File: src/rtl/rst_seq_pkg.sv
// Shared types and constants for the reset sequencer.
// Holds the FSM state encoding, the reset_cause bit positions and a sizing helper.
package rst_seq_pkg;

    typedef enum logic [1:0] {
        POR    = 2'd0,
        CPU    = 2'd1,
        RUN    = 2'd2,
        SYSRST = 2'd3
    } state_t;

    localparam int CAUSE_POR = 0;
    localparam int CAUSE_PLL = 1;
    localparam int CAUSE_SYS = 2;

    function automatic int max3(input int a, input int b, input int c);
        int m;
        m = (a > b) ? a : b;
        return (m > c) ? m : c;
    endfunction

endpackage

File: src/rtl/rst_seq_sync.sv
// Multi-flop level synchroniser for a single asynchronous input into the hclk domain.
// Flops clear on RESET so the synchronised level reads 0 until STAGES clean edges have passed.
module sync_ff #(
    parameter int STAGES = 2
) (
    input  logic hclk,
    input  logic RESET,
    input  logic i_d,
    output logic o_q
);

    logic [STAGES-1:0] r_sync;

    always_ff @(posedge hclk) begin
        if (RESET) begin
            r_sync <= '0;
        end else begin
            r_sync <= {r_sync[STAGES-2:0], i_d};
        end
    end

    assign o_q = r_sync[STAGES-1];

endmodule

File: src/rtl/rst_seq.sv
// Staged reset release for the SoC: poreset_n after a stable PLL lock, cpureset_n later.
// Also turns SYSRESETREQ into a CPU-only reset and records why resets happened.
module rst_seq
    import rst_seq_pkg::*;
#(
    parameter int POR_HOLD    = 245,
    parameter int CPU_DELAY   = 10,
    parameter int SYS_HOLD    = 32,
    parameter int SYNC_STAGES = 2
) (
    input  logic       hclk,
    input  logic       RESET,
    input  logic       pll_locked,
    input  logic       sysresetreq,
    input  logic       cause_clr,
    output logic       poreset_n,
    output logic       cpureset_n,
    output logic [2:0] reset_cause,
    output logic       rst_busy
);

    localparam int CNT_W = $clog2(max3(POR_HOLD, CPU_DELAY, SYS_HOLD) + 1);
    localparam logic [CNT_W-1:0] POR_LOAD = CNT_W'(POR_HOLD - 1);
    localparam logic [CNT_W-1:0] CPU_LOAD = CNT_W'(CPU_DELAY - 1);
    localparam logic [CNT_W-1:0] SYS_LOAD = CNT_W'(SYS_HOLD - 1);

    logic             w_locked_s;
    state_t           r_state;
    state_t           w_state_next;
    logic [CNT_W-1:0] r_cnt;
    logic [CNT_W-1:0] w_cnt_next;
    logic [CNT_W-1:0] w_cnt_dec;
    logic             w_cnt_zero;
    logic [2:0]       r_cause;
    logic [2:0]       w_cause_set;
    logic [2:0]       w_cause_next;
    logic             r_poreset_n;
    logic             r_cpureset_n;
    logic             r_busy;

    sync_ff #(
        .STAGES (SYNC_STAGES)
    ) u_lock_sync (
        .hclk  (hclk),
        .RESET (RESET),
        .i_d   (pll_locked),
        .o_q   (w_locked_s)
    );

    assign w_cnt_zero = (r_cnt == '0);
    assign w_cnt_dec  = w_cnt_zero ? '0 : (r_cnt - 1'b1);

    always_comb begin
        w_state_next = r_state;
        w_cnt_next   = w_cnt_dec;
        w_cause_set  = '0;
        case (r_state)
            POR: begin
                if (!w_locked_s) begin
                    w_cnt_next = POR_LOAD;
                end else if (w_cnt_zero) begin
                    w_state_next = CPU;
                    w_cnt_next   = CPU_LOAD;
                end
            end
            CPU: begin
                if (!w_locked_s) begin
                    w_state_next           = POR;
                    w_cnt_next             = POR_LOAD;
                    w_cause_set[CAUSE_PLL] = 1'b1;
                end else if (w_cnt_zero) begin
                    w_state_next = RUN;
                end
            end
            RUN: begin
                // Lock loss takes priority over a simultaneous system reset request.
                if (!w_locked_s) begin
                    w_state_next           = POR;
                    w_cnt_next             = POR_LOAD;
                    w_cause_set[CAUSE_PLL] = 1'b1;
                end else if (sysresetreq) begin
                    w_state_next           = SYSRST;
                    w_cnt_next             = SYS_LOAD;
                    w_cause_set[CAUSE_SYS] = 1'b1;
                end
            end
            SYSRST: begin
                // A still-asserted request holds us here, so the core cannot loop through resets.
                if (!w_locked_s) begin
                    w_state_next           = POR;
                    w_cnt_next             = POR_LOAD;
                    w_cause_set[CAUSE_PLL] = 1'b1;
                end else if (w_cnt_zero && !sysresetreq) begin
                    w_state_next = CPU;
                    w_cnt_next   = CPU_LOAD;
                end
            end
            default: begin
                w_state_next = POR;
                w_cnt_next   = POR_LOAD;
            end
        endcase
        w_cause_next = (cause_clr ? 3'b000 : r_cause) | w_cause_set;
    end

    always_ff @(posedge hclk) begin
        if (RESET) begin
            r_state      <= POR;
            r_cnt        <= POR_LOAD;
            r_cause      <= 3'b001;
            r_poreset_n  <= 1'b0;
            r_cpureset_n <= 1'b0;
            r_busy       <= 1'b1;
        end else begin
            r_state      <= w_state_next;
            r_cnt        <= w_cnt_next;
            r_cause      <= w_cause_next;
            r_poreset_n  <= (w_state_next != POR);
            r_cpureset_n <= (w_state_next == RUN);
            r_busy       <= (w_state_next != RUN);
        end
    end

    assign poreset_n   = r_poreset_n;
    assign cpureset_n  = r_cpureset_n;
    assign reset_cause = r_cause;
    assign rst_busy    = r_busy;

endmodule
File: config.mk
export PLATFORM = sky130hd
export DESIGN_NAME = rst_seq
export DESIGN_NICKNAME = d
export VERILOG_FILES = /design/src/rtl/rst_seq_pkg.sv /design/src/rtl/rst_seq_sync.sv /design/src/rtl/rst_seq.sv
export SDC_FILE = /design/constraint.sdc
export NUM_CORES = 1
export LEC_CHECK = 0
export ABC_AREA = 0
export ABC_CLOCK_PERIOD_IN_PS = 3100
export CORE_ASPECT_RATIO = 0.75
export CORE_MARGIN = 5
export CORE_UTILIZATION = 35
export CTS_CLUSTER_DIAMETER = 30
export CTS_CLUSTER_SIZE = 20
export DETAILED_ROUTE_END_ITERATION = 16
export PLACE_DENSITY = 0.54
export SLEW_MARGIN = 10
export SYNTH_ARGS = -nofsm -noshare
export SYNTH_HDL_FRONTEND = slang
export SYNTH_HIERARCHICAL = 1
export SYNTH_SLANG_ARGS = --single-unit
File: constraint.sdc
create_clock -name hclk -period 3.1 [get_ports hclk]
set_clock_uncertainty 0.1 [all_clocks]
set_input_delay 0.62 -clock hclk [delete_from_list [all_inputs] [get_ports hclk]]
set_output_delay 0.62 -clock hclk [all_outputs]
set_load 0.1 [all_outputs]
* After elaboration in Yosys (flattened, before gate mapping)
Cells that the tools add are included.
** Cells by class
- $add $sub $neg :: 1
- Equal/unequal tests :: 5
- Mux-type cells :: 24
- Bitwise gates (word level) :: 1
- Reduce and logical (&&, ||, !) cells :: 6
** Operator list (number)
- $mux 8 :: 8
- $pmux 8 s4 :: 1
- $mux 2 :: 8
- $logic_not 8->1 :: 1
- $pmux 2 s4 :: 1
- $sub 8x1->8 const B :: 1
- $eq 2x2->1 const B :: 3
- $mux 1 :: 5
- $mux 3 :: 1
- $or 3x3->3 :: 1
- $reduce_or 3->1 :: 1
- $eq 2x1->1 const B :: 1
- $logic_not 2->1 :: 1
- $ne 2x2->1 const B :: 1
- $reduce_bool 2->1 :: 1
- $logic_and 1x1->1 :: 1
- $logic_not 1->1 :: 1
** Storage, ports and cells
- Register bits :: 18
- Bits of input ports :: 5
- Output and inout bits :: 6
- Word-level logic and storage cells :: 44

* Logic depth before layout (Yosys ltp)
Gate-level depths: netlist (run 1).
- Word-level depth :: 6
- Gate-level depth with buffers :: 6
- Gate-level depth less buffers :: 6

* Hierarchy
The synthesis (run 1) kept the hierarchy.
** By module, submodules not included
- rst_seq :: instances 1, cells each 81, area each 730.7 um^2, sequential area each 320.3 um^2
- sync_ff :: instances 1, cells each 4, area each 52.6 um^2, sequential area each 40.0 um^2

* Worst setup path after synthesis (run 1)
Ideal clock, no wire load.
- Path kind :: register -> output
- Start :: register r_cause[2], in the netlist reset_cause[2]
- End :: output reset_cause[2]
- Arrival time :: 0.925 ns
- Required time :: 2.380 ns
- Setup slack :: 1.455 ns
- Cell stages (with the launch flop) :: 1
- Buffers on the path :: 0
- Cell sequence :: dfxtp_1
** RTL lines
- start: declaration :: RTL line rst_seq.sv:34 : logic [2:0] r_cause;
- start signal: assignment :: RTL line rst_seq.sv:117 : r_cause <= w_cause_next;
- end: declaration :: RTL line rst_seq.sv:18 : output logic [2:0] reset_cause,
No word-level cell between the ends.

* Worst setup path after layout (run 1)
- Start :: register r_cnt[0]
- End :: register r_cnt[0]
** Between the ends
- Cells in the longest elaborated chain, start to end :: 5
- Elaborated cells between the ends (all ways) :: 12
- Those cells by class :: add/sub (1); mux (9); reduce/logical (2)
** RTL lines
- start: declaration :: RTL line rst_seq.sv:30 : logic [CNT_W-1:0] r_cnt;
- start signal: assignment :: RTL line rst_seq.sv:116 : r_cnt <= w_cnt_next;
- $sub 8x1->8 or $logic_not 8->1 (tied branches) :: RTL line rst_seq.sv:51, rst_seq.sv:50
- $mux 8 or $logic_and 1x1->1 (tied branches) :: RTL line rst_seq.sv:51, rst_seq.sv:93
- $mux 8 (on tied branches) :: RTL line rst_seq.sv:93, rst_seq.sv:61, rst_seq.sv:81
- $mux 8 (on tied branches) :: RTL line rst_seq.sv:89, rst_seq.sv:59, rst_seq.sv:77
- $pmux 8 s4 * :: RTL line rst_seq.sv:57 : case (r_state)
Mark *: on every way between the ends. The rest lies on a longest branch, timed or not.
A chain may end at the register's enable or synchronous reset.

==> results.py, run 1 <==
metrics = {
    "finish": {
        "fin_area_um2": 905,
        "final-instance-count-excl-fill": 120,
        "n_fill_cell": 217,
        "sequential_cell_area_um2": 360,
        "layout.nets": 105,
        "area_of_combinational_cells_with_multiple_inputs_um2": 392,
        "area_growth_syn_to_layout_pct": 15.5,
        "layout-drive-gt1-share_pct": 11.5,
        "antenna-diode-count": 0,
    },
    "synthesis": {
        "yosys_register_bits": 18,
        "synthDistinctLibCells": 29,
        "synthesis.area_um2": 783,
        "netlist_instances": 85,
        "synth_fp_nets": 92,
        "seq_area_frac_synth_pct": 46.0,
        "synth.yosys.warnings": 6,
        "syn_area_per_cell_um2": 9.21,
    },
    "sta": {
        "min_period_over_period_pct": 54.8,
        "fin_tns_setup_ns": 0,
        "drv_slew": 0,
        "slew_headroom_pct": 73.5,
        "hold_viol_final": 0,
        "fmax_mhz": 589,
        "setup_viol_count_final": 0,
        "worst_hold_slack_ns": 0.352,
        "timing_worst_slew_pin_value_ns": 0.397,
        "unrepaired_setup_endpoints_after_global_routing": "no",
        "min_period_ns": 1.70,
    },
    "floorplanning": {
        "io_pins": 11,
        "floorplan.die.height_um": 51.0,
        "initial_core_util_pct": 37.9,
        "core_region_area_um2": 2070,
        "floorplan.die_area_um2": 3290,
        "rows": 14,
        "die_x_um": 64.6,
    },
    "critical_path": {
        "cp.required_ns": 3.17,
        "cp_max_fo": 4,
        "crit_path_cell_trace": "inv_1 > ha_1 > nor2b_1 > and4b_1 > a211oi_1 > a21oi_1",
        "setup.worst_path.start": "r_cnt[0]$_SDFF_PP0_",
        "crit_buf_inv": 1,
        "cp_num_cells": 6,
        "critical-path-top-delay-family": "compound AO/OA/AOI/OAI gates",
        "critical_path_class": "flop to flop",
        "worstSetupEndpointType": "flop",
        "source_of_the_worst_register_to_register_timing_path": "r_cnt[0]$_SDFF_PP0_",
        "critical_path.slowest_cell": "dfxtp_1",
        "cp-start-kind": "flop",
        "critical-path-max-stage-delay_ns": 0.39,
        "critPathArrivalTime_ns": 1.77,
        "rr_worst_depth": 6,
    },
    "placed_design": {
        "dpl-instance-area_um2": 882,
        "numPlacedInstances": 117,
        "place_congestion": 0.736,
        "dp_hpwl_um": 1140,
        "place.port_buffers": 10,
    },
    "clock_network": {
        "cts.root.buffer_cell": "clkbuf_4",
        "cts_sinks": 18,
        "cts_buffers": 3,
        "post_cts.resized_instances": 0,
        "tritoncts": "done",
        "cts-htree-levels": 1,
        "cts_hold_repair.buffers": 0,
        "cts.clk_slew.worst_paths_ns": 0.09,
        "cts_post_setup_buffers_inserted": 0,
        "clock_latency_ns": 0.28,
        "cts-root-to-sink-buffers": 2,
    },
    "power_and_ir_drop": {
        "clock_power_share_pct": 29.1,
        "power_frac_comb_pct": 6.8,
        "power.switching_w": 0.0000791,
        "power.sequential.fraction_pct": 64.1,
        "cell_internal_pwr_w": 0.000290,
        "cellPowerDensity_nw_per_um2": 408,
        "switching_share_pct": 21.4,
        "power.static_leakage_nw": 0.331,
        "vdd_ir_drop_max_mv": 0.273,
    },
    "routing": {
        "final_antenna_net_count": 0,
        "detail_route.iter0.violations": 19,
        "drt_first_pass_iters": 4,
        "vias": 608,
        "routed_wirelength_um": 1490,
        "route.detailed.drc": 0,
        "drt-vias-per-instance": 5.07,
        "wire_per_inst_um": 12.4,
    },
    "global_routing": {
        "globalRoute.totalOverflow": 0,
        "grt_util_all_layers_pct": 10.0,
        "antenna_found_initial": 0,
        "wire_length_of_the_first_global_routing_pass_um": 2480,
        "grt_max_degree": 10,
        "first_global_vias": 543,
    },
    "min_path": {
        "hp-class": "flop to flop",
        "whs_path_depth": 1,
        "worst_hold_startpoint": "u_lock_sync/r_sync[0]$_SDFF_PP0_",
    },
    "outcome": {
        "run_status": "completed",
    },
    "flow_run": {
        "maxCapViolations": 0,
    },
}
cell usage in the layout (no fill, tap or decap), drive strengths merged:
cell,count
dfxtp,18
nor2,11
o21ai,7
buf,6
nand2,5
a21oi,5
inv,4
nor2b,4
clkdlybuf4s50,4
nor3,3
xnor2,3
clkbuf,3
a21o,2
nor3b,2
o21a,2
xor2,2
ha,2
a211oi,2
nor4,1
mux2i,1
nand3,1
nand2b,1
nand3b,1
a22oi,1
and3,1
and4b,1
or4,1
o31ai,1
nor4b,1
cell usage after synthesis:
| cell | n | area (um2) |
|---|---|---|
| xor2_1 | 2 | 17.5 |
| o21a_1 | 2 | 15.0 |
| ha_1 | 2 | 25.0 |
| a22oi_1 | 1 | 7.51 |
| nor4b_1 | 1 | 8.76 |
| buf_2 | 1 | 5.00 |
| nand2_1 | 5 | 18.8 |
| a211oi_1 | 1 | 7.51 |
| or4_1 | 1 | 7.51 |
| nor2b_1 | 4 | 25.0 |
| o31ai_1 | 1 | 7.51 |
| a21o_1 | 2 | 15.0 |
| mux2i_1 | 1 | 10.0 |
| xnor2_1 | 3 | 26.3 |
| nand3b_1 | 1 | 7.51 |
| inv_1 | 4 | 15.0 |
| a211oi_2 | 1 | 12.5 |
| nor2_1 | 11 | 41.3 |
| o21ai_0 | 7 | 35.0 |
| a21oi_1 | 5 | 25.0 |
| nand2b_1 | 1 | 6.26 |
| and3_1 | 1 | 6.26 |
| nor4_4 | 1 | 21.3 |
| nor3b_1 | 2 | 15.0 |
| and4b_1 | 1 | 10.0 |
| dfxtp_1 | 18 | 360 |
| nand3_1 | 1 | 5.00 |
| nor3_1 | 3 | 15.0 |
| buf_6 | 1 | 11.3 |
layout make-up:
cell class                      count  area share (%)
Multi-Input combinational cell     61            43.3
Inverter                            4            1.66
Clock buffer                        3            2.49
Sequential cell                    18            39.8
Timing Repair Buffer               10            9.41
Tap cell                           24            3.32
power groups by stage:
stage	Clock [W]	Sequential, W	Combinational, W
floorplan	0	0.000248	0.00000872
CTS	0.000118	0.000237	0.0000253
finish	0.000107	0.000237	0.0000251
global route	0.000127	0.000238	0.0000272
global placement	0	0.000242	0.0000251
detailed placement	0	0.000242	0.0000251
sequential cells by signal (all words and copies together) (netlist names):
signal / flops
r_cnt: 8
reset_cause: 3
r_state: 2
u_lock_sync/r_sync: 2
cpureset_n: 1
poreset_n: 1
rst_busy: 1
through the flow:
stage | power [W] | setup slack (ns) | util [%]
after floorplan | 0.000257 | 1.45 | -
after global placement | 0.000267 | 1.11 | 42.7
after detailed placement | 0.000267 | 1.12 | 42.7
after CTS | 0.000380 | 1.39 | 43.8
after global routing | 0.000392 | 1.26 | 43.8
final | 0.000369 | 1.40 | 43.8
metal layers:
layer	wire length, um	vias to the layer above	GRT usage, %
met5	0	-	0
met4	21	0	4.21
met3	96	5	5.04
met2	601	14	13.7
met1	767	273	13.2
li1	-	316	-
cells by family (layout without fill, tap and decap cells):
family	count (synthesis)	in the layout	synth area share [%]
adder cells (fa/ha/maj)	2	2	3.19
XOR/XNOR	5	5	5.59
buffers and inverters	6	17	3.99
AND/OR/NAND/NOR	33	33	24.0
AO/OA/AOI/OAI	20	20	16.0
multiplexers	1	1	1.28
flip-flops	18	18	46.0
worst register-to-register path, delay by kind of cell, from the launching register on:
kind / cells / cell delay [ns]
and+or+nand+nor: 2 / 0.36
DFF: 1 / 0.39
buffers and inverters: 1 / 0.09
adders and majority gates: 1 / 0.24
AOI/OAI and AO/OA: 2 / 0.40
final timing paths:
path,slack [ns],endpoint
max,1.40,r_cnt[0]$_SDFF_PP0_
min,0.35,u_lock_sync/r_sync[1]$_SDFF_PP0_
min reg2reg,0.35,u_lock_sync/r_sync[1]$_SDFF_PP0_
max reg2reg,1.40,r_cnt[0]$_SDFF_PP0_
Note: power is estimated with default switching activity, not from simulation.
==> run 2: changes to the inputs <==
--- a/config.mk
+++ b/config.mk
@@ -6,7 +6,7 @@
 export NUM_CORES = 1
 export LEC_CHECK = 0
 export ABC_AREA = 0
-export ABC_CLOCK_PERIOD_IN_PS = 3100
+export ABC_CLOCK_PERIOD_IN_PS = 1700
 export CORE_ASPECT_RATIO = 0.75
 export CORE_MARGIN = 5
 export CORE_UTILIZATION = 35
==> constraint.sdc (replaced) <==
create_clock -name hclk -period 1.7 [get_ports hclk]
set_clock_uncertainty 0.1 [all_clocks]
set_input_delay 0.34 -clock hclk [delete_from_list [all_inputs] [get_ports hclk]]
set_output_delay 0.34 -clock hclk [all_outputs]
set_load 0.1 [all_outputs]
==> results.py, run 2 (synthesized netlist as in run 1, its figures left out) <==
metrics = {
    "critical_path": {
        "cp_max_fo": 4,
        "setup.worst_path.start": "r_cnt[0]$_SDFF_PP0_",
        "reg2reg_to": "r_cnt[0]$_SDFF_PP0_",
        "worstSetupEndpointType": "flop",
        "source_of_the_worst_register_to_register_timing_path": "r_cnt[0]$_SDFF_PP0_",
        "worst_setup_ep": "r_cnt[0]$_SDFF_PP0_",
        "cp.required_ns": 1.78,
        "cp-start-kind": "flop",
        "rrSetupSlack_ns": 0.11,
        "critPathArrivalTime_ns": 1.67,
        "critical_path_class": "flop to flop",
        "rr_worst_depth": 6,
    },
    "routing": {
        "final_antenna_net_count": 0,
        "drt_first_pass_iters": 4,
        "route.detailed.drc": 0,
        "vias": 610,
        "routed_wirelength_um": 1610,
        "drt-vias-per-instance": 4.88,
        "detail_route.iter0.violations": 20,
        "wire_per_inst_um": 12.9,
    },
    "sta": {
        "unrepaired_setup_endpoints_after_global_routing": "no",
        "slew_headroom_pct": 71.1,
        "hold_viol_final": 0,
        "min_period_ns": 1.59,
        "timing_worst_slew_pin_value_ns": 0.430,
        "worst_hold_slack_ns": 0.358,
        "min_period_over_period_pct": 93.5,
        "setup_viol_count_final": 0,
        "fmax_mhz": 629,
        "drv_slew": 0,
    },
    "floorplanning": {
        "rows": 14,
        "core_region_area_um2": 2070,
        "floorplan.die.height_um": 51.0,
        "io_pins": 11,
        "die_x_um": 64.6,
        "initial_core_util_pct": 37.9,
        "floorplan.die_area_um2": 3290,
    },
    "finish": {
        "area_growth_syn_to_layout_pct": 31.8,
        "layout-drive-gt1-share_pct": 19.8,
        "max_reg_flops": 8,
        "max_flop_register": "r_cnt",
        "fin_area_um2": 1030,
        "most_frequent_standard_cell_in_the_layout_excluding_fill_and_tap_cells": "dfxtp_1",
        "antenna-diode-count": 0,
        "area_of_combinational_cells_with_multiple_inputs_um2": 398,
        "sequential_cell_area_um2": 363,
        "most-common-layout-cells": "16 x dfxtp_1, 11 x nor2_1, 7 x o21ai_0",
        "n_fill_cell": 196,
        "layout.nets": 109,
    },
    "placed_design": {
        "dpl-instance-area_um2": 987,
        "place.port_buffers": 10,
        "dp_hpwl_um": 1260,
        "place_congestion": 0.789,
    },
    "global_routing": {
        "first_global_vias": 615,
        "grt_max_degree": 11,
        "antenna_found_initial": 0,
        "wire_length_of_the_first_global_routing_pass_um": 2790,
        "globalRoute.totalOverflow": 0,
        "grt_util_all_layers_pct": 11.0,
    },
    "power_and_ir_drop": {
        "power.total_w": 0.000747,
        "vdd_ir_drop_max_mv": 0.361,
        "power.static_leakage_nw": 0.382,
        "cellPowerDensity_nw_per_um2": 723,
    },
    "min_path": {
        "hp-class": "flop to flop",
    },
    "clock_network": {
        "cts_hold_repair.buffers": 0,
        "cts-htree-levels": 1,
        "cts_sinks": 18,
        "cts.root.buffer_cell": "clkbuf_4",
        "cts_post_setup_buffers_inserted": 0,
        "tritoncts": "done",
        "clock_latency_ns": 0.29,
        "cts-root-to-sink-buffers": 2,
        "cts.clk_slew.worst_paths_ns": 0.10,
        "cts_buffers": 3,
    },
    "flow_run": {
        "maxCapViolations": 0,
    },
    "outcome": {
        "run_status": "completed",
    },
}
-- run 2: changes by cell type in the layout (fill, tap and decap cells not counted), sizes merged --
cell    change
buf         +4
clkbuf      +1
-- run 2: area by class of cell --
cell class	instances	area share [%]
clock buffer	4	3.52
inverter	4	1.45
multi-input combinational	61	38.5
sequential	18	35.2
tap	24	2.91
timing repair buffer	14	18.4
-- run 2: power by group --
| group | internal, W | switching, W |
|---|---|---|
| Clock | 0.000130 | 0.000130 |
| Sequential | 0.000428 | 0.00000538 |
| Combinational | 0.0000263 | 0.0000272 |
-- run 2: routing by layer --
layer,vias to the layer above,global-route usage [%],share of wire (%)
met1,274,14.4,52
li1,326,-,-
met5,-,0,0
met2,10,17.0,43
met4,0,2.11,0
met3,0,5.04,4.8
-- run 2: critical path, stage by stage, from the launching register on --
cell and delay, ns:
dfxtp_2 0.36, inv_1 0.07, ha_1 0.24, nor2b_1 0.15
and4b_1 0.21, a211oi_2 0.23, a21oi_1 0.11
-- run 2: repair_timing --
action | in CTS | in global routing
resized for setup | 0 | 4
hold endpoints to repair | 0 | 0
endpoints found under the setup margin | 0 | 4
-- run 2: how the worst min path moves through the flow --
stage	slack, ns	cells after the start	end	startpoint
floorplan	0.31	1	u_lock_sync/r_sync[0]$_SDFF_PP0_	RESET
detailed placement	0.34	1	u_lock_sync/r_sync[1]$_SDFF_PP0_	u_lock_sync/r_sync[0]$_SDFF_PP0_
finish	0.36	1	u_lock_sync/r_sync[1]$_SDFF_PP0_	u_lock_sync/r_sync[0]$_SDFF_PP0_
global placement	0.32	1	u_lock_sync/r_sync[1]$_SDFF_PP0_	u_lock_sync/r_sync[0]$_SDFF_PP0_
CTS	0.36	1	u_lock_sync/r_sync[1]$_SDFF_PP0_	u_lock_sync/r_sync[0]$_SDFF_PP0_
global route	0.37	1	u_lock_sync/r_sync[1]$_SDFF_PP0_	u_lock_sync/r_sync[0]$_SDFF_PP0_
-- run 2: metrics by stage --
step	instances	utilization [%]	setup slack (ns)	TNS, ns
2_1_floorplan	85	-	0.196	0
3_3_place_gp	121	47.8	-0.0132	-0.0132
3_5_place_dp	121	47.8	-0.0308	-0.0308
4_1_cts	125	49.5	0.00735	0
5_1_grt	125	49.9	0.00101	0
6_report	125	49.9	0.110	0
==> run 3: changes to the inputs <==
--- a/config.mk
+++ b/config.mk
@@ -14,8 +14,10 @@
 export CTS_CLUSTER_SIZE = 20
 export DETAILED_ROUTE_END_ITERATION = 16
 export PLACE_DENSITY = 0.54
+export SETUP_SLACK_MARGIN = 0.15
 export SLEW_MARGIN = 10
 export SYNTH_ARGS = -nofsm -noshare
 export SYNTH_HDL_FRONTEND = slang
 export SYNTH_HIERARCHICAL = 1
 export SYNTH_SLANG_ARGS = --single-unit
+export TNS_END_PERCENT = 100
==> results.py, run 3 (synthesized netlist as in run 1, its figures left out) <==
metrics = {
    "outcome": {
        "run_status": "completed",
    },
    "clock_network": {
        "cts.root.buffer_cell": "clkbuf_4",
        "cts-htree-levels": 1,
        "cts_sinks": 18,
        "cts_hold_repair.buffers": 0,
        "tritoncts": "done",
        "clock_latency_ns": 0.29,
        "cts.clk_slew.worst_paths_ns": 0.10,
        "cts-root-to-sink-buffers": 2,
        "cts_buffers": 3,
    },
    "finish": {
        "layout.nets": 113,
        "layout-drive-gt1-share_pct": 30.5,
        "n_fill_cell": 194,
        "most-common-layout-cells": "14 x dfxtp_1, 11 x nor2_1, 6 x o21ai_0, 6 x buf_12, 6 x buf_4",
        "max_reg_flops": 8,
        "final_util_pct": 53.4,
        "antenna-diode-count": 0,
        "most_frequent_standard_cell_in_the_layout_excluding_fill_and_tap_cells": "dfxtp_1",
        "max_flop_register": "r_cnt",
        "area_growth_syn_to_layout_pct": 40.9,
    },
    "placed_design": {
        "worst_setup_timing_slack_at_the_placement_stage_ns": -0.0308,
        "place_congestion": 0.789,
        "place.port_buffers": 10,
        "dp_hpwl_um": 1260,
    },
    "sta": {
        "hold_viol_final": 0,
        "min_period_over_period_pct": 91.1,
        "setup_viol_count_final": 0,
        "timing_worst_slew_pin_value_ns": 0.407,
        "finalWorstSetupSlack_ns": 0.151,
        "fmax_mhz": 645,
        "drv_slew": 0,
        "slew_headroom_pct": 72.7,
        "unrepaired_setup_endpoints_after_global_routing": "yes",
        "min_period_ns": 1.55,
    },
    "routing": {
        "detail_route.iter0.violations": 26,
        "wire_per_inst_um": 13.3,
        "final_antenna_net_count": 0,
        "vias": 635,
        "drt_first_pass_iters": 4,
        "drt-vias-per-instance": 4.92,
        "route.detailed.drc": 0,
        "routed_wirelength_um": 1710,
    },
    "floorplanning": {
        "initial_core_util_pct": 37.9,
        "floorplan.die_area_um2": 3290,
        "rows": 14,
        "io_pins": 11,
        "core_region_area_um2": 2070,
        "die_x_um": 64.6,
        "floorplan.die.height_um": 51.0,
    },
    "global_routing": {
        "grt_util_all_layers_pct": 11.8,
        "wire_length_of_the_first_global_routing_pass_um": 2980,
        "antenna_found_initial": 0,
        "grt_max_degree": 11,
        "first_global_vias": 620,
        "globalRoute.totalOverflow": 0,
    },
    "power_and_ir_drop": {
        "vdd_ir_drop_max_mv": 0.364,
        "cellPowerDensity_nw_per_um2": 680,
        "power.static_leakage_nw": 0.411,
    },
    "critical_path": {
        "critical_path_class": "flop to flop",
        "worstSetupEndpointType": "flop",
        "cp_max_fo": 5,
        "cp.required_ns": 1.81,
        "cp-start-kind": "flop",
        "critPathArrivalTime_ns": 1.66,
    },
    "min_path": {
        "hp-class": "flop to flop",
    },
    "flow_run": {
        "maxCapViolations": 0,
    },
}
[run 3: path summary, 6_finish.rpt]
path | from | slack (ns) | cells after the start | endpoint
hold / removal | u_lock_sync/r_sync[0]$_SDFF_PP0_ | 0.36 | 1 | u_lock_sync/r_sync[1]$_SDFF_PP0_
hold reg to reg | u_lock_sync/r_sync[0]$_SDFF_PP0_ | 0.36 | 1 | u_lock_sync/r_sync[1]$_SDFF_PP0_
setup reg to reg | r_cnt[2]$_SDFF_PP1_ | 0.15 | 5 | r_cnt[0]$_SDFF_PP0_
setup / recovery | r_cnt[2]$_SDFF_PP1_ | 0.15 | 5 | r_cnt[0]$_SDFF_PP0_
[run 3: worst max-delay path: stages, from the launching register on]
cell and delay, ns:
dfxtp_4 0.38, nor4_4 0.39, buf_4 0.18, and4b_1 0.19
a211oi_2 0.05, a21oi_1 0.18
[run 3: area by class of cell]
| class | count | area, um2 | share of cell area (%) |
|---|---|---|---|
| tap | 24 | 30.0 | 2.72 |
| timing repair buffer | 18 | 228 | 20.6 |
| clock buffer | 4 | 36.3 | 3.29 |
| inverter | 4 | 15.0 | 1.36 |
| sequential | 18 | 368 | 33.3 |
| multi-input combinational | 61 | 427 | 38.7 |
[run 3: layer usage]
layer | global-route usage [%] | part of all wire [%]
met1 | 15.7 | 50
met5 | 0 | 0
met2 | 18.0 | 45
met4 | 2.11 | 0
met3 | 5.04 | 5.7
[run 3: per-stage QoR]
step           instances  hold WS [ns]  TNS [ns]  power [W]  instance area [um2]
3_5_place_dp         121         0.343   -0.0308   0.000496                  987
2_1_floorplan         85         0.312         0   0.000469                  783
4_1_cts              126         0.362         0   0.000762                 1050
6_report             129         0.358         0   0.000750                 1100
5_1_grt              129         0.374         0   0.000792                 1100
3_3_place_gp         121         0.321   -0.0132   0.000496                  987
[run 3: repair_timing]
action / in CTS / in global routing
setup endpoints to repair: 7 / 9
pin swaps: 2 / 8
resized for setup: 8 / 10
buffers inserted: 1 / 3
hold endpoints to repair: 0 / 0
[run 3: report_power, final]
part	switching, W	internal, W	total, W
Clock	0.000130	0.000130	0.000261
Sequential	0.00000539	0.000427	0.000432
Combinational	0.0000286	0.0000291	0.0000577
